`config.mk`:
```
export PLATFORM = sky130hd
export DESIGN_NAME = frv_ssm3_fu
export DESIGN_NICKNAME = d
export VERILOG_FILES = /design/src/rtl/frv_ssm3_pkg.sv /design/src/rtl/frv_rol32.sv /design/src/rtl/frv_ssm3_fu.sv
export SDC_FILE = /design/constraint.sdc
export NUM_CORES = 1
export LEC_CHECK = 0
export BUFFER_PORTS_ARGS = -buffer_cell sky130_fd_sc_hd__buf_2
export CAP_MARGIN = 0
export CORE_MARGIN = 2
export CORE_UTILIZATION = 50
export CTS_BUF_LIST = sky130_fd_sc_hd__clkbuf_8
export DETAILED_ROUTE_END_ITERATION = 7
export GPL_TIMING_DRIVEN = 0
export PLACE_DENSITY = 0.71
export SLEW_MARGIN = 20
export SYNTH_ARGS = -nofsm -noshare
export SYNTH_HDL_FRONTEND = slang
export SYNTH_SLANG_ARGS = --single-unit
```
`constraint.sdc`:
```
create_clock -name g_clk -period 2.3 [get_ports g_clk]
set_input_delay 0.69 -clock g_clk [delete_from_list [all_inputs] [get_ports g_clk]]
set_output_delay 0.69 -clock g_clk [all_outputs]
set_load 0.01 [all_outputs]
```
`src/rtl/frv_ssm3_pkg.sv`:
```
// frv_ssm3_pkg: shared state encoding, op bit indices and SSM3 rotation constants.
package frv_ssm3_pkg;

    typedef enum logic [1:0] {
        IDLE = 2'd0,
        ROT1 = 2'd1,
        ROT2 = 2'd2,
        DONE = 2'd3
    } state_t;

    localparam int OP_P0 = 0;
    localparam int OP_P1 = 1;

    localparam logic [4:0] K1_P0 = 5'd9;
    localparam logic [4:0] K2_P0 = 5'd17;
    localparam logic [4:0] K1_P1 = 5'd15;
    localparam logic [4:0] K2_P1 = 5'd23;

    function automatic logic [31:0] rol32(input logic [31:0] x, input logic [4:0] k);
        logic [63:0] w;
        w = {x, x} << k;
        return w[63:32];
    endfunction

endpackage

```
`src/rtl/frv_rol32.sv`:
```
// frv_rol32: combinational 32-bit left rotator.
module frv_rol32
    import frv_ssm3_pkg::*;
(
    input  logic [31:0] i_data,
    input  logic [4:0]  i_amt,
    output logic [31:0] o_data
);

    assign o_data = rol32(i_data, i_amt);

endmodule

```
`src/rtl/frv_ssm3_fu.sv`:
```
// frv_ssm3_fu: ssm3.p0/p1 execute unit; iterative datapath time-shares one rotator,
// FAST builds the whole permutation combinationally at accept.
module frv_ssm3_fu
    import frv_ssm3_pkg::*;
#(
    parameter bit FAST = 1'b0
) (
    input  logic        g_clk,
    input  logic        g_resetn,
    input  logic        flush,
    input  logic        req_valid,
    output logic        req_ready,
    input  logic [1:0]  req_op,
    input  logic [31:0] req_rs1,
    input  logic [4:0]  req_rd,
    output logic        rsp_valid,
    input  logic        rsp_ready,
    output logic [31:0] rsp_result,
    output logic [4:0]  rsp_rd
);

    state_t      r_state, w_next;
    logic [31:0] r_rs1, r_acc, w_rot, w_fast;
    logic [4:0]  r_rd, w_amt;
    logic        r_p0, w_accept, w_fp0;

    assign req_ready  = r_state == IDLE;
    assign rsp_valid  = r_state == DONE;
    assign rsp_rd     = r_rd;
    assign rsp_result = (r_rd == 5'd0) ? 32'd0 : r_acc;
    assign w_accept   = req_valid & ~flush & req_ready;

    assign w_amt = (r_state == ROT1) ? (r_p0 ? K1_P0 : K1_P1) : (r_p0 ? K2_P0 : K2_P1);

    frv_rol32 u_rol (
        .i_data (r_rs1),
        .i_amt  (w_amt),
        .o_data (w_rot)
    );

    assign w_fp0  = req_op[OP_P0];
    assign w_fast = req_rs1 ^ rol32(req_rs1, w_fp0 ? K1_P0 : K1_P1)
                            ^ rol32(req_rs1, w_fp0 ? K2_P0 : K2_P1);

    always_comb begin
        w_next = r_state;
        if (flush)
            w_next = IDLE;
        else
            case (r_state)
                IDLE: if (req_valid) w_next = FAST ? DONE : ROT1;
                ROT1: w_next = ROT2;
                ROT2: w_next = DONE;
                DONE: if (rsp_ready) w_next = IDLE;
            endcase
    end

    always_ff @(posedge g_clk or negedge g_resetn) begin
        if (!g_resetn) begin
            r_state <= IDLE;
            r_rs1   <= '0;
            r_acc   <= '0;
            r_rd    <= '0;
            r_p0    <= 1'b0;
        end else begin
            r_state <= w_next;
            if (w_accept) begin
                r_rs1 <= req_rs1;
                r_p0  <= w_fp0;
                r_rd  <= req_rd;
                r_acc <= FAST ? w_fast : req_rs1;
            end else if (r_state == ROT1 || r_state == ROT2) begin
                r_acc <= r_acc ^ w_rot;
            end
        end
    end

endmodule

```
==> results of run 1 <==
## critical path, cell delays in order, from the launching register on
cell and delay (ns):
dfrtp_1 0.38, or4_4 0.54, nor2_4 0.14, buf_12 0.13
buf_12 0.12, nor2b_1 0.05, buf_2 0.13
## kinds of logic (layout without fill, tap and decap cells)
logic type | after synthesis | count (layout) | share of synthesized area [%]
XOR/XNOR | 32 | 32 | 7.62
adder cells (fa/ha/maj) | 4 | 4 | 1.36
AND/OR/NAND/NOR | 155 | 155 | 18.6
multiplexers | 33 | 33 | 8.98
flip-flops | 72 | 72 | 49.0
buffers and inverters | 28 | 133 | 4.35
AO/OA/AOI/OAI | 66 | 66 | 10.2
## placed cells by master (no fill, tap or decap), types with 6 or more instances in the layout
| master | instances |
|---|---|
| nand2_1 | 116 |
| buf_2 | 84 |
| dfrtp_1 | 72 |
| mux2i_1 | 33 |
| o22ai_1 | 33 |
| xnor2_1 | 32 |
| o21ai_1 | 32 |
| nor2b_1 | 31 |
| clkbuf_8 | 10 |
| inv_1 | 7 |
| clkbuf_1 | 7 |
| buf_6 | 6 |
## worst paths after layout
check / endpoint / slack, ns / depth (start not counted)
min reg2reg: r_p0$_DFFE_PN0P_ / 0.50 / 2
min: r_acc[18]$_DFFE_PN0P_ / 0.28 / 1
max: rsp_result[20] / -0.25 / 6
max in group asynchronous: r_rs1[8]$_DFFE_PN0P_ / 1.47 / 2
min in group g_clk: r_p0$_DFFE_PN0P_ / 0.50 / 2
max reg2reg: r_acc[10]$_DFFE_PN0P_ / 0.24 / 7
## layer usage
| layer | track usage [%] | share of wire [%] |
|---|---|---|
| met1 | 36.6 | 46 |
| met5 | 0 | 0 |
| met4 | 8.85 | 1.6 |
| met2 | 42.6 | 47 |
| met3 | 4.78 | 5.2 |
## per-stage QoR
| stage | setup slack [ns] | std cells |
|---|---|---|
| finish | -0.247 | 594 |
| floorplan | 0.300 | 390 |
| global placement | 0.0870 | 570 |
| CTS | -0.278 | 594 |
| detailed placement | 0.0719 | 571 |
| global route | -0.338 | 594 |
## final cells by class
cell class / instances / share of cell area (%)
repair buffers: 89 / 11.2
clock buffers: 10 / 3.02
well taps: 99 / 2.72
plain buffers: 24 / 3.63
clock inverters: 6 / 1.68
flip-flops and latches: 72 / 39.5
multi-input cells: 290 / 37.9
inverters: 4 / 0.330
## where the power goes
part	internal, W	switching (W)	leakage (nW)
Combinational	0.00189	0.00221	1.21
Sequential	0.00191	0.000533	0.883
Clock	0.000627	0.000456	0.120
Total	0.00443	0.00320	2.21
## registers in the layout, indices dropped and copies added (netlist names)
name	count
r_acc	32
r_p0	1
r_rs1	32
rsp_rd	5
r_state	2
## timing repair
action | CTS | global route
gates resized for setup | 9 | 3
setup endpoints to repair | 32 | 32
pin swaps | 1 | 2
endpoints found under the hold margin | 0 | 0
setup buffers | 5 | 0
cloned | 2 | 0
==> results.json, run 1 <==
{
  "cts_max_level": 3,
  "antenna_cells": 0,
  "postPlaceCellArea_um2": 4230,
  "fmax_mhz": 393,
  "synth_cells": 390,
  "ys_async_sr_fraction_pct": 100,
  "powerDensity_nw_per_um2": 1670,
  "dr.pass1.iters": 4,
  "yosysMostFrequentCell": "nand2_1",
  "dieArea_um2": 8060,
  "fillCellCount": 660,
  "yosysWarnings": 0,
  "fin_area_um2": 4560,
  "drv_cap": 0,
  "setup_viol": 32,
  "fin_setup_tns_ns": -7.47,
  "grt_pass1_vias": 3125,
  "critPathCaptureType": "output pin",
  "worst_slack_ns": -0.247,
  "holdBufCountCts": 0,
  "final_util_pct": 63.5,
  "critPathArrivalTime_ns": 1.86,
  "nets": 538,
  "clock_path_buffers": 2,
  "cp_max_fo": 10,
  "synth_area_leaders": "dfrtp_1 (49%), nand2_1 (12%), mux2i_1 (9.0%)",
  "worst_pin_slew_ns": 0.601,
  "synth_nets": 438,
  "ys_types": 21,
  "grt_max_degree": 39,
  "antenna_found_initial": 0,
  "via_per_inst": 5.28,
  "ys_seq_area_share_pct": 49.0,
  "avgRoutedWirePerCell_um": 17.1,
  "hold_viol": 0,
  "num_rows": 31,
  "outcome": "complete, but fails checks",
  "synthToLayoutAreaGrowth_pct": 23.8,
  "rsz0062_at_grt": "yes",
  "seq_area_um2": 1800,
  "syn_area_um2": 3680,
  "place_congestion": 0.946,
  "ant_nets": 0,
  "numClockSinks": 72,
  "cp.required_ns": 1.61,
  "synth_top_cell_area_share_pct": 49.0,
  "relSlewSlack_pct": 59.8,
  "grt_first_pass_wirelength_um": 16400,
  "finalPower_w": 0.00763,
  "cp-start-kind": "register",
  "clock_skew_ns": 0.00778,
  "io_pins": 83,
  "period_needed_ns": 2.55,
  "violations": "negative setup slack",
  "synth-edff-count": 0,
  "multiInputGateArea_um2": 1730,
  "start_util_pct": 51.3,
  "yosys_register_bits": 72,
  "synthFlopType": "dfrtp_1",
  "clockRootBuffer": "clkbuf_8",
  "clock_latency_ns": 0.35,
  "first_iter_violations": 187,
  "path_clk_slew_ns": 0.07,
  "vdd_drop_max_mv": 0.661,
  "die_w_um": 89.8,
  "hold_class": "input port to asynchronous set/reset pin",
  "synth_area_per_cell_um2": 9.44,
  "yosysTopAreaCell": "dfrtp_1",
  "cp-startpoint": "rsp_rd[3]$_DFFE_PN0P_",
  "io_buffers": 81,
  "slew_violations": 0,
  "min_period_over_period_pct": 111,
  "grt_overflow_total": 0,
  "dp_hpwl_um": 7810,
  "numCtsBuffers": 9,
  "power_leakage_nw": 2.21,
  "cts_tree": "done",
  "drc": 0,
  "layout-drive-gt1-share_pct": 23.8,
  "vias": 3137,
  "routed_wl_um": 10200,
  "synthTopCellsByCount": "nand2_1 (116), dfrtp_1 (72), mux2i_1 (33), o22ai_1 (33)",
  "grt_usage_pct": 26.5,
  "rr_startpoint": "r_state[0]$_DFFE_PN0P_",
  "die_height_um": 89.8,
  "core_um2": 7180,
  "path_class": "register to output pin",
  "hold_ws_ns": 0.279
}
Note: power is estimated with default switching activity, not from simulation.
==> run 2, diff against run 1 <==
--- a/config.mk
+++ b/config.mk
@@ -5,6 +5,7 @@
 export SDC_FILE = /design/constraint.sdc
 export NUM_CORES = 1
 export LEC_CHECK = 0
+export ABC_AREA = 1
 export BUFFER_PORTS_ARGS = -buffer_cell sky130_fd_sc_hd__buf_2
 export CAP_MARGIN = 0
 export CORE_MARGIN = 2
@@ -12,7 +13,7 @@
 export CTS_BUF_LIST = sky130_fd_sc_hd__clkbuf_8
 export DETAILED_ROUTE_END_ITERATION = 7
 export GPL_TIMING_DRIVEN = 0
-export PLACE_DENSITY = 0.71
+export PLACE_DENSITY = 0.69
 export SLEW_MARGIN = 20
 export SYNTH_ARGS = -nofsm -noshare
 export SYNTH_HDL_FRONTEND = slang
==> run 2 against run 1 <==
Net effect:
- the run now ends clean
- worst hold slack gained 0.0044 ns
- synthesized cell count up 86%
- combinational power grew 54%
- sequential share of layout area decreased by 7.4 points
- worst setup slack better by 0.30 ns
- flip-flop and latch count stayed put
- via count increased by 57%
- critical endpoint is now rsp_result[22]
==> results.json, run 2 <==
{
  "synth_compound_area_share_pct": 6.63,
  "postPlaceCellArea_um2": 5230,
  "dp.cells": 917,
  "clock_skew_ns": 0.00877,
  "synth_area_per_cell_um2": 6.44,
  "hold_ws_ns": 0.283,
  "period_needed_ns": 2.25,
  "ant_nets": 0,
  "outcome": "finished, final reports clean",
  "worstRegToRegCells": 8,
  "synthTopCellsByCount": "nand2_1 (259), nand3_1 (127), inv_1 (111), dfrtp_1 (72), nor2_1 (34)",
  "core_um2": 9150,
  "worst_path_max_delay_cell": "dfrtp_1",
  "max_stage_delay_ns": 0.43,
  "ys_async_sr_fraction_pct": 100,
  "grt_pass1_vias": 4338,
  "synth_cells": 724,
  "synthFlopType": "dfrtp_1",
  "fmax_mhz": 445,
  "synth_xor_area_share_pct": 0,
  "syn_area_um2": 4660,
  "yosysWarnings": 0,
  "worstPathCellList": "nor3_4 > nand2_4 > buf_2 > nand2_1 > inv_1 > buf_2",
  "num_rows": 35,
  "relSlewSlack_pct": 67.7,
  "grt_overflow_total": 0,
  "synth_adder_area_share_pct": 1.07,
  "synth_top_family_by_area": "simple AND/OR/NAND/NOR gates",
  "synth-edff-count": 0,
  "cts_max_level": 3,
  "powerDensity_nw_per_um2": 1850,
  "numClockSinks": 72,
  "switching_share_pct": 50.5,
  "avgRoutedWirePerCell_um": 15.6,
  "first_iter_violations": 317,
  "fin_area_um2": 5610,
  "seqPwrFrac_pct": 26.1,
  "cp.buffers_inverters": 3,
  "layout-drive-gt1-share_pct": 20.7,
  "most-common-layout-cells": "nand2_1 (250), nand3_1 (127), inv_1 (106)",
  "via_per_inst": 5.26,
  "setup_viol": 0,
  "min_period_over_period_pct": 97.7,
  "synth_area_leaders": "dfrtp_1 (39%), nand2_1 (21%), nand3_1 (14%)",
  "vdd_drop_max_mv": 0.976,
  "drc": 0,
  "yosysMostFrequentCell": "nand2_1",
  "hold_viol": 0,
  "synth_top_cell_area_share_pct": 38.7,
  "io_buffers": 81,
  "cp-start-kind": "register",
  "synthMuxAreaShare_pct": 0,
  "die_height_um": 101,
  "ys_types": 22,
  "dr.pass1.iters": 5,
  "clock_path_buffers": 2,
  "clockRootBuffer": "clkbuf_8",
  "fillCellCount": 924,
  "cp.required_ns": 1.61,
  "io_pins": 83,
  "ys_seq_area_share_pct": 38.7,
  "comb_power_share_pct": 60.7,
  "synthToLayoutAreaGrowth_pct": 20.4,
  "yosys_register_bits": 72,
  "synth_nets": 772,
  "vias": 4924,
  "place_congestion": 0.948,
  "antenna_cells": 0,
  "dp_hpwl_um": 11400,
  "path_delay_family": "flip-flops",
  "worst_pin_slew_ns": 0.485,
  "switchingPower_w": 0.00524,
  "cpMostUsedCell": "buf_2",
  "antenna_found_initial": 0,
  "slew_violations": 0,
  "stdcell_count": 937,
  "die_w_um": 101,
  "grt_usage_pct": 29.7,
  "critPathCaptureType": "output pin",
  "hold_class": "input port to asynchronous set/reset pin",
  "cp_max_fo": 6,
  "power_leakage_nw": 3.40,
  "clock_latency_ns": 0.36,
  "critPathArrivalTime_ns": 1.56,
  "ff2ff_setup_slack_ns": 0.45,
  "drv_cap": 0,
  "grt_max_degree": 38,
  "start_util_pct": 50.9,
  "dieArea_um2": 10100,
  "path_depth": 6,
  "cts_tree": "done",
  "final_common_cell": "nand2_1",
  "yosysTopAreaCell": "dfrtp_1",
  "path_clk_slew_ns": 0.08,
  "power_frac_clock_pct": 13.2,
  "path_class": "register to output pin",
  "rsz0062_at_grt": "yes",
  "nets": 869,
  "grt_first_pass_wirelength_um": 22700,
  "p_int_w": 0.00515,
  "routed_wl_um": 14600,
  "numCtsBuffers": 9,
  "yosys.area_share.simple_pct": 39.4
}
## run 2: area by class of cell
cell class              count  area [µm²]  share of cell area, %
repair buffers             86         480                   8.56
inverters                 117         445                   7.94
clock buffers               9         124                   2.21
plain buffers              35         240                   4.28
clock inverters             7         143                   2.54
well taps                 111         139                   2.47
multi-input cells         500        2240                   39.9
flip-flops and latches     72        1800                   32.1
## run 2: power by group through the flow
stage               combinational [W]  clock (W)  sequential (W)
floorplan                     0.00431          0         0.00242
global placement              0.00589          0         0.00266
detailed placement            0.00603          0         0.00267
CTS                           0.00609    0.00138         0.00266
global route                  0.00711    0.00143         0.00278
finish                        0.00631    0.00137         0.00271
## run 2: repair_timing
item,in CTS,in global routing
cloned,0,2
resized for setup,8,28
pin swaps,1,2
setup endpoints to repair,30,30
buffers inserted,1,1
hold buffers,0,0
## run 2: worst paths after layout
check | start | end
min in group g_clk | flush | r_state[1]$_DFFE_PN0P_
worst max-delay path | rsp_rd[4]$_DFFE_PN0P_ | rsp_result[22]
worst min-delay path | g_resetn | r_rs1[24]$_DFFE_PN0P_
max in group asynchronous | g_resetn | r_rs1[4]$_DFFE_PN0P_
worst min register to register | rsp_rd[1]$_DFFE_PN0P_ | rsp_rd[1]$_DFFE_PN0P_
worst max register to register | r_state[1]$_DFFE_PN0P_ | r_acc[6]$_DFFE_PN0P_
## run 2: routing by layer
metal / wire length, µm / part of all wire, % / GRT usage, %
met1: 6470 / 44 / 41.6
met5: 0 / 0 / 0
met3: 1050 / 7.2 / 4.99
met2: 6800 / 47 / 47.5
met4: 285 / 2.0 / 8.85
## run 2: cell families after synthesis
kind of cell / after synthesis
DFF: 72
and+or+nand+nor: 435
buffers and inverters: 152
adders and majority gates: 4
AOI/OAI and AO/OA: 61
## run 2: metrics by stage
stage	total power, W	setup WS (ns)	TNS [ns]	utilization [%]
global route	0.0113	-0.0416	-0.630	61.3
finish	0.0104	0.0520	0	61.3
global placement	0.00855	0.0952	0	56.9
detailed placement	0.00869	0.187	0	57.1
floorplan	0.00673	0.576	0	-
CTS	0.0101	-0.0151	-0.0682	60.3
==> run 3, diff against run 2 <==
--- a/config.mk
+++ b/config.mk
@@ -8,7 +8,6 @@
 export ABC_AREA = 1
 export BUFFER_PORTS_ARGS = -buffer_cell sky130_fd_sc_hd__buf_2
 export CAP_MARGIN = 0
-export CORE_MARGIN = 2
 export CORE_UTILIZATION = 50
 export CTS_BUF_LIST = sky130_fd_sc_hd__clkbuf_8
 export DETAILED_ROUTE_END_ITERATION = 7
==> run 3 against run 2 <==
Net effect:
- highest routed layer unchanged
- clock skew grew 0.0060 ns
- the run now ends with negative setup slack left
- utilization increased by 1.5 points
- cell area down 0.49%
- count of clock-buffer cells in the layout is 1 higher
- combinational power rose by 2%
- sequential share of layout area grew 0.16 points
- total power shrank 2.4%
- worst setup slack got worse by 0.063 ns
- sequential power up 2%
- flip-flop and latch count stayed put
==> results.json, run 3 (synthesis gave the netlist of run 2 again) <==
{
  "grt_max_degree": 41,
  "dr.pass1.iters": 7,
  "relSlewSlack_pct": 69.3,
  "switching_share_pct": 52.5,
  "place_congestion": 0.934,
  "min_period_over_period_pct": 100,
  "power_leakage_nw": 3.37,
  "worst_slack_ns": -0.0109,
  "final_common_cell": "nand2_1",
  "hold_class": "input port to asynchronous set/reset pin",
  "nets": 867,
  "grt_usage_pct": 32.9,
  "fmax_mhz": 433,
  "numClockSinks": 72,
  "worst_pin_slew_ns": 0.461,
  "die_height_um": 98.5,
  "grt_pass1_vias": 4645,
  "cp-startpoint": "rsp_rd[4]$_DFFE_PN0P_",
  "ant_nets": 0,
  "routed_wl_um": 15300,
  "vdd_drop_max_mv": 0.920,
  "switchingPower_w": 0.00532,
  "power_frac_clock_pct": 9.6,
  "die_w_um": 98.5,
  "clockRootBuffer": "clkbuf_8",
  "clock_path_buffers": 2,
  "rsz0062_at_grt": "yes",
  "cp.required_ns": 1.61,
  "dieArea_um2": 9710,
  "critPathCaptureType": "output pin",
  "io_buffers": 81,
  "period_needed_ns": 2.31,
  "powerDensity_nw_per_um2": 1820,
  "final_util_pct": 62.8,
  "num_rows": 34,
  "most-common-layout-cells": "nand2_1 (247), nand3_1 (127), inv_1 (105)",
  "p_int_w": 0.00482,
  "fin_setup_tns_ns": -0.0361,
  "clock_skew_ns": 0.0148,
  "numCtsBuffers": 9,
  "seqPwrFrac_pct": 27.2,
  "core_um2": 8890,
  "io_pins": 83,
  "setup_viol": 7,
  "avgRoutedWirePerCell_um": 16.4,
  "critPathArrivalTime_ns": 1.62,
  "path_class": "register to output pin",
  "outcome": "complete, but fails checks",
  "cp_max_fo": 10,
  "layout-drive-gt1-share_pct": 21.0,
  "postPlaceCellArea_um2": 5220,
  "grt_overflow_total": 0,
  "antenna_cells": 0,
  "fillCellCount": 873,
  "first_iter_violations": 285,
  "drv_cap": 0,
  "vias": 4955,
  "dp_hpwl_um": 11600,
  "start_util_pct": 52.4,
  "rr_startpoint": "r_state[1]$_DFFE_PN0P_",
  "comb_power_share_pct": 63.2,
  "via_per_inst": 5.32,
  "path_clk_slew_ns": 0.10,
  "fin_area_um2": 5580,
  "cts_tree": "done",
  "synthToLayoutAreaGrowth_pct": 19.8,
  "antenna_found_initial": 0,
  "violations": "negative setup slack",
  "clock_latency_ns": 0.36,
  "drc": 0,
  "cts_max_level": 3,
  "hold_viol": 0,
  "grt_first_pass_wirelength_um": 24200,
  "cp-start-kind": "register",
  "slew_violations": 0
}
run 3: cell count changes in the layout (fill, tap and decap cells not counted), sizes merged:
cell / previous run / this run
bufinv: 4 / 0
clkbuf: 11 / 13
buf: 119 / 116
clkinv: 3 / 2
clkinvlp: 0 / 4
run 3: worst paths after layout:
path / cells past startpoint / slack [ns] / to
max: 6 / -0.01 / rsp_result[16]
min: 1 / 0.25 / rsp_rd[4]$_DFFE_PN0P_
max reg2reg: 9 / 0.50 / r_acc[6]$_DFFE_PN0P_
min reg2reg: 2 / 0.52 / rsp_rd[0]$_DFFE_PN0P_
max in group asynchronous: 2 / 1.45 / r_acc[2]$_DFFE_PN0P_
min in group g_clk: 2 / 0.51 / r_state[1]$_DFFE_PN0P_
run 3: critical path, stage by stage, from the launching register on:
cell and delay (ns):
dfrtp_1 0.44, nor3_4 0.25, nand2_4 0.16, buf_8 0.18, nand2_1 0.06, inv_1 0.04
buf_2 0.13
run 3: timing repair:
action,in CTS,in global routing
hold buffers,0,0
setup buffers,1,0
pin swaps,1,2
gates resized for setup,11,34
cloned,0,1
setup endpoints to repair,30,32
hold endpoints to repair,0,0
run 3: routing by layer:
layer | global-route usage (%) | share of wire, %
met5 | 0 | 0
met4 | 10.4 | 2.2
met3 | 3.62 | 5.7
met2 | 54.9 | 48
met1 | 45.1 | 44
run 3: area by class of cell:
| class | instances | area [µm²] | area share [%] |
|---|---|---|---|
| clock inverter | 6 | 43.8 | 0.784 |
| tap | 108 | 135 | 2.42 |
| clock buffer | 10 | 138 | 2.46 |
| sequential | 72 | 1800 | 32.3 |
| buffer | 35 | 251 | 4.50 |
| multi-input combinational | 500 | 2270 | 40.7 |
| timing repair buffer | 84 | 498 | 8.92 |
| inverter | 117 | 445 | 7.98 |
run 3: stage by stage:
| stage | total power [W] | cells | setup WS (ns) | hold slack [ns] |
|---|---|---|---|---|
| floorplan | 0.00673 | 724 | 0.576 | 0.394 |
| global placement | 0.00850 | 913 | 0.105 | 0.482 |
| detailed placement | 0.00870 | 914 | 0.151 | 0.499 |
| CTS | 0.00974 | 931 | 0.0168 | 0.287 |
| global route | 0.0111 | 932 | -0.0666 | 0.288 |
| finish | 0.0101 | 932 | -0.0109 | 0.255 |
run 3: power groups by stage:
| stage | sequential [W] | combinational, W | clock (W) |
|---|---|---|---|
| floorplan | 0.00242 | 0.00431 | 0 |
| global placement | 0.00268 | 0.00582 | 0 |
| detailed placement | 0.00270 | 0.00600 | 0 |
| CTS | 0.00269 | 0.00609 | 0.000966 |
| global route | 0.00282 | 0.00723 | 0.00102 |
| finish | 0.00276 | 0.00641 | 0.000968 |
